===== config.mk =====
export PLATFORM = sky130hd
export DESIGN_NAME = temp_conv_seq
export DESIGN_NICKNAME = d
export VERILOG_FILES = /design/src/rtl/temp_conv_pkg.sv /design/src/rtl/seq_divider.sv /design/src/rtl/temp_conv_seq.sv
export SDC_FILE = /design/constraint.sdc
export NUM_CORES = 1
export LEC_CHECK = 0
export ABC_CLOCK_PERIOD_IN_PS = 2300
export CAP_MARGIN = 20
export CORE_ASPECT_RATIO = 0.5
export CORE_MARGIN = 2
export CORE_UTILIZATION = 44
export DETAILED_ROUTE_END_ITERATION = 16
export PLACE_DENSITY = 0.66
export REMOVE_ABC_BUFFERS = 1
export SLEW_MARGIN = 20
export SYNTH_ARGS = -nofsm -noshare
export SYNTH_HDL_FRONTEND = slang
export SYNTH_SLANG_ARGS = --single-unit
export TNS_END_PERCENT = 1

===== constraint.sdc =====
create_clock -name clk -period 2.3 [get_ports clk]
set_input_delay 0.23 -clock clk [delete_from_list [all_inputs] [get_ports clk]]
set_output_delay 0.23 -clock clk [all_outputs]
set_load 0.05 [all_outputs]

===== src/rtl/temp_conv_pkg.sv =====
// rtl/temp_conv_pkg.sv - shared types and constants for the Celsius-to-Fahrenheit converter
package temp_conv_pkg;

  // Conversion sequencer states
  typedef enum logic [2:0] {
    S_IDLE = 3'd0,
    S_MUL  = 3'd1,
    S_DIV  = 3'd2,
    S_FIX  = 3'd3,
    S_OUT  = 3'd4
  } state_e;

  localparam int MUL_K      = 9;
  localparam int DIV_K      = 5;
  localparam int F_OFFSET   = 32;
  localparam int DIVIDEND_W = 11;
  localparam int OUT_W      = 10;

  localparam int IN_W       = 8;
  localparam int DIVISOR_W  = 3;
  localparam int ITER_W     = 4;
  localparam int COUNT_W    = 16;

  // Number of divider iterations minus one; the counter runs down to zero
  localparam int DIV_LAST   = DIVIDEND_W - 1;

endpackage


===== src/rtl/seq_divider.sv =====
// rtl/seq_divider.sv - 11-bit by 3-bit unsigned restoring divider, one quotient bit per cycle
module seq_divider
  import temp_conv_pkg::*;
(
  input  logic                  clk,
  input  logic                  rst,
  input  logic                  start_i,
  input  logic [DIVIDEND_W-1:0] dividend_i,
  input  logic [DIVISOR_W-1:0]  divisor_i,
  output logic                  done_o,
  output logic [DIVIDEND_W-1:0] quotient_o,
  output logic [DIVISOR_W-1:0]  remainder_o
);

  logic                  busy_q;
  logic [ITER_W-1:0]     cnt_q;
  // Holds the not-yet-consumed dividend bits at the top and the quotient
  // bits shifting in from the bottom; after the last step it is the quotient.
  logic [DIVIDEND_W-1:0] quo_q;
  logic [DIVISOR_W-1:0]  rem_q;

  logic [DIVISOR_W:0]    partial;
  logic [DIVISOR_W:0]    diff;
  logic                  ge;
  logic [DIVISOR_W-1:0]  rem_d;

  // Trial subtraction of the divisor from the shifted partial remainder
  always_comb begin
    partial = {rem_q, quo_q[DIVIDEND_W-1]};
    diff    = partial - {1'b0, divisor_i};
    ge      = (partial >= {1'b0, divisor_i});
    rem_d   = ge ? diff[DIVISOR_W-1:0] : partial[DIVISOR_W-1:0];
  end

  // Load on start, then one restoring step per cycle until the count hits zero
  always_ff @(posedge clk or negedge rst) begin
    if (!rst) begin
      busy_q <= 1'b0;
      cnt_q  <= '0;
      quo_q  <= '0;
      rem_q  <= '0;
    end else if (start_i) begin
      busy_q <= 1'b1;
      cnt_q  <= ITER_W'(DIV_LAST);
      quo_q  <= dividend_i;
      rem_q  <= '0;
    end else if (busy_q) begin
      quo_q <= {quo_q[DIVIDEND_W-2:0], ge};
      rem_q <= rem_d;
      cnt_q <= cnt_q - 1'b1;
      if (cnt_q == '0) begin
        busy_q <= 1'b0;
      end
    end
  end

  // Done marks the cycle whose edge performs the final iteration
  always_comb begin
    done_o      = busy_q && (cnt_q == '0);
    quotient_o  = quo_q;
    remainder_o = rem_q;
  end

endmodule


===== src/rtl/temp_conv_seq.sv =====
// rtl/temp_conv_seq.sv - sequential Celsius-to-Fahrenheit converter with valid/ready handshakes
module temp_conv_seq
  import temp_conv_pkg::*;
(
  input  logic               clk,
  input  logic               rst,
  input  logic               in_valid,
  output logic               in_ready,
  input  logic [IN_W-1:0]    celsius_in,
  output logic               out_valid,
  input  logic               out_ready,
  output logic [OUT_W-1:0]   fahrenheit_out,
  output logic [COUNT_W-1:0] conv_count
);

  state_e                state_q, state_d;
  logic                  sign_q;
  logic [IN_W-1:0]       mag_q;
  logic [OUT_W-1:0]      f_q;
  logic [COUNT_W-1:0]    conv_count_q;

  logic                  accept;
  logic                  div_start;
  logic                  div_done;
  logic [DIVIDEND_W-1:0] dividend;
  logic [DIVIDEND_W-1:0] quotient;
  logic [DIVISOR_W-1:0]  div_unused_rem;
  logic                  div_unused_msb;
  logic [OUT_W-1:0]      q_trunc;
  logic [OUT_W-1:0]      f_fix;

  // |C| * 9 never exceeds 1152, so the 11-bit dividend cannot overflow
  always_comb begin
    dividend = DIVIDEND_W'(mag_q) * DIVIDEND_W'(MUL_K);
  end

  seq_divider u_div (
    .clk         (clk),
    .rst         (rst),
    .start_i     (div_start),
    .dividend_i  (dividend),
    .divisor_i   (DIVISOR_W'(DIV_K)),
    .done_o      (div_done),
    .quotient_o  (quotient),
    .remainder_o (div_unused_rem)
  );

  // State register
  always_ff @(posedge clk or negedge rst) begin
    if (!rst) begin
      state_q <= S_IDLE;
    end else begin
      state_q <= state_d;
    end
  end

  // Next-state logic
  always_comb begin
    state_d = state_q;
    case (state_q)
      S_IDLE:  if (in_valid)  state_d = S_MUL;
      S_MUL:                  state_d = S_DIV;
      S_DIV:   if (div_done)  state_d = S_FIX;
      S_FIX:                  state_d = S_OUT;
      S_OUT:   if (out_ready) state_d = S_IDLE;
      default:                state_d = S_IDLE;
    endcase
  end

  // Handshake and divider-start decode, purely from the state register
  always_comb begin
    in_ready  = (state_q == S_IDLE);
    out_valid = (state_q == S_OUT);
    div_start = (state_q == S_MUL);
  end

  assign accept = in_ready && in_valid;

  // Capture sign and magnitude only on the accept edge; -128 maps to magnitude 128
  always_ff @(posedge clk or negedge rst) begin
    if (!rst) begin
      sign_q <= 1'b0;
      mag_q  <= '0;
    end else if (accept) begin
      sign_q <= celsius_in[IN_W-1];
      mag_q  <= celsius_in[IN_W-1] ? (IN_W'(0) - celsius_in) : celsius_in;
    end
  end

  // Quotient is at most 230, so it fits the result width before the sign is applied
  always_comb begin
    q_trunc        = quotient[OUT_W-1:0];
    div_unused_msb = quotient[DIVIDEND_W-1];
    f_fix          = (sign_q ? (OUT_W'(0) - q_trunc) : q_trunc) + OUT_W'(F_OFFSET);
  end

  // Result register, loaded in FIX and held through OUT
  always_ff @(posedge clk or negedge rst) begin
    if (!rst) begin
      f_q <= '0;
    end else if (state_q == S_FIX) begin
      f_q <= f_fix;
    end
  end

  // Delivered-result counter, saturating at all ones
  always_ff @(posedge clk or negedge rst) begin
    if (!rst) begin
      conv_count_q <= '0;
    end else if (out_valid && out_ready && (conv_count_q != {COUNT_W{1'b1}})) begin
      conv_count_q <= conv_count_q + 1'b1;
    end
  end

  assign fahrenheit_out = f_q;
  assign conv_count     = conv_count_q;

endmodule


==> key figures <==
Setup path
  • Kind of critical path: reg -> reg
  • Worst Path Max Fanout: 3
  • Critical Path AT: 2.41 ns
  • Startpoint types: flop
  • WP data required: 2.54 ns
  • Worst setup EP type: flop
  • FF-to-FF path depth: 8

Yosys
  • Post-synth EDFFs: 0
  • Syn Area/Cell: 10.1 sq um
  • Count of cell types in the netlist: 46
  • Synth Register Bits: 57
  • Mapped Area: 3190 sq um
  • YS warnings: 0
  • Most used DFF post-synth: dfrtp_1
  • Synth Area in Adders: 7.69%
  • Async set or reset register ratio after synthesis: 100%
  • Seq/Total Area, Yosys: 44.7%
  • Largest family of logic cells by synthesized area: simple AND/OR/NAND/NOR gates
  • Multiplexer share of the synthesized area: 6.51%
  • Synth Instances: 315
  • XOR/XNOR Fraction of Synth Area: 10.2%
  • Compound-Gate Fraction of Synth Area: 12.2%
  • Simple-gate share of the synthesized area: 15.5%

Place
  • Gpl congestion: 0.857
  • Placed cell count: 439
  • I/O Buffers: 39
  • Area after DPL: 3690 sq um
  • DP HPWL: 4700 um
  • Pre-CTS setup slack: 0.0446 ns

Drt
  • Drt pass-1 iters: 4
  • Vias per inst: 5.28
  • Routed Antenna Nets: 0
  • DR vias: 2413
  • Final wirelength: 6420 um
  • DR WL/cell: 14.1 um
  • DR iter-0 viols: 125
  • Drt drc: 0

Timing
  • Worst Tran Pin Value: 0.554 ns
  • Final TNS setup: 0 ns
  • Slew Limit Fails: 0
  • Rel. slew slack: 62.9%
  • Final period utilization: 94.4%
  • Final Skew: 0.00599 ns
  • Minimum clock period: 2.17 ns
  • Post-route setup slack: 0.128 ns
  • Final setup viols: 0
  • Max Clk Rate: 460 MHz
  • Hold_ws: 0.427 ns
  • Hold Violations, Final: 0

Finish
  • Final instance area: 4020 sq um
  • Final Non-Filler Cells: 457
  • Layout cells sized above 1: 12.1%
  • Final net count: 391
  • N_diodes: 0
  • Commonest non-fill, non-tap cell in the layout: dfrtp_1
  • Most frequent cells in the layout: 57 x dfrtp_1, 40 x nand2_1, 37 x clkdlybuf4s50_1
  • Number of fill cells: 597
  • Final Core Density: 58.6%
  • Area of the multi-input gates: 1690 sq um
  • Register area: 1430 sq um
  • Layout area overhead: 26.0%

Global routing
  • Gr ovfl total: 0
  • First-pass GRT wire length: 11200 um
  • Largest net degree at the start of global routing: 58
  • GRT Overall Usage: 17.8%
  • Initial antenna violation count: 0
  • Vias in the first global route: 2443

Power
  • Pwr per Cell Area: 1480 nW/um^2
  • VDD IR max: 0.603 mV
  • Static Leak: 1.81 nW
  • Total power draw: 5.96 mW

Clock network
  • CTS H-tree lvls: 3
  • Max clock buf depth: 2
  • Clock Sinks: 57
  • Root buffer cell: clkbuf_16
  • Latest clock arrival within the worst-skew pair: 0.33 ns
  • CTS tree: yes
  • Clock transition at path regs: 0.05 ns
  • CTS Buf Count: 9

Hold path
  • HP Class: in -> async

Die
  • I/O pin cnt: 40
  • Chip width: 124 um
  • Die area: 7980 sq um
  • Rows: 21
  • Die Span Y: 64.2 um
  • Area of the core: 6860 sq um
  • Initial Util: 46.5%

Run
  • Max-cap violations: 0

Outcome
  • Status: complete, no violations
## registers in the layout, summed over array words and instances, names as in the netlist
signal / flops
fahrenheit_out: 10
u_div.cnt_q: 4
u_div.busy_q: 1
mag_q: 8
conv_count: 16
state_q: 3
u_div.quotient_o: 11
u_div.remainder_o: 3
sign_q: 1
## layout make-up
class / instances / share of cell area (%)
timing repair buffer: 47 / 11.4
multi-input combinational: 231 / 42.1
tap: 92 / 2.87
inverter: 14 / 1.31
clock buffer: 13 / 6.48
sequential: 57 / 35.5
clock inverter: 3 / 0.374
## what timing repair did
action                                  in CTS  in global routing
hold buffers                                 1                  0
endpoints found under the setup margin       0                  3
endpoints found under the hold margin       57                  0
setup buffers                                0                  1
gates resized for setup                      0                  8
## critical path, cell delays in order, from the launching register on
cell	delay (ns)
dfrtp_1	0.40
ha_1	0.32
ha_2	0.20
fa_2	0.36
a21o_1	0.18
a21oi_2	0.15
o21bai_1	0.12
and4_1	0.22
a211oi_2	0.13
## kinds of logic (layout without fill, tap and decap cells)
logic type | count (synthesis) | after routing
compound gates | 57 | 57
buf+inv | 27 | 77
xor+xnor | 37 | 37
flops | 57 | 57
fa+ha+maj | 19 | 19
mux | 20 | 20
simple gates | 98 | 98
## synthesized netlist by cell type, types with 3 or more instances
library cell | number | area share, %
ha_1 | 18 | 7.1
nor2_1 | 17 | 2.0
nor4_1 | 3 | 0.59
clkbuf_1 | 12 | 1.4
xor2_1 | 16 | 4.4
mux2_2 | 6 | 2.1
nor3_1 | 4 | 0.63
and2_1 | 3 | 0.59
mux2i_1 | 14 | 4.4
a21oi_1 | 10 | 1.6
inv_1 | 14 | 1.6
a31oi_1 | 3 | 0.59
nand2_1 | 40 | 4.7
xnor2_1 | 21 | 5.8
nand2b_1 | 3 | 0.59
o21ai_0 | 24 | 3.8
dfrtp_1 | 57 | 45
nor2b_1 | 3 | 0.59
nand3_1 | 7 | 1.1
o31ai_1 | 3 | 0.71
and4_1 | 4 | 1.1
## where the power goes
group	switching [mW]	internal [mW]	leakage, nW
Sequential	0.435	1.38	0.717
Combinational	1.66	1.29	0.957
Clock	0.426	0.779	0.139
Total	2.52	3.44	1.81
## path summary, 6_finish.rpt
| check | from | endpoint | slack (ns) |
|---|---|---|---|
| max | mag_q[4] | u_div.quotient_o[10] | 0.13 |
| min | rst | mag_q[0] | 0.43 |
| max reg2reg | mag_q[4] | u_div.quotient_o[10] | 0.13 |
| min reg2reg | fahrenheit_out[4] | fahrenheit_out[4] | 0.48 |
| max in group asynchronous | rst | conv_count[12] | 1.61 |
| min in group clk | fahrenheit_out[4] | fahrenheit_out[4] | 0.48 |
## routing by layer
layer	vias to the layer above	global-route usage, %	wire length (um)	share of wire, %
met4	0	4.92	66	1.0
met3	10	7.45	314	4.9
li1	1190	-	-	-
met2	54	30.1	3020	47
met1	1159	21.0	3020	47
met5	-	0	0	0
No activity file was read; power rests on OpenSTA's default activity.
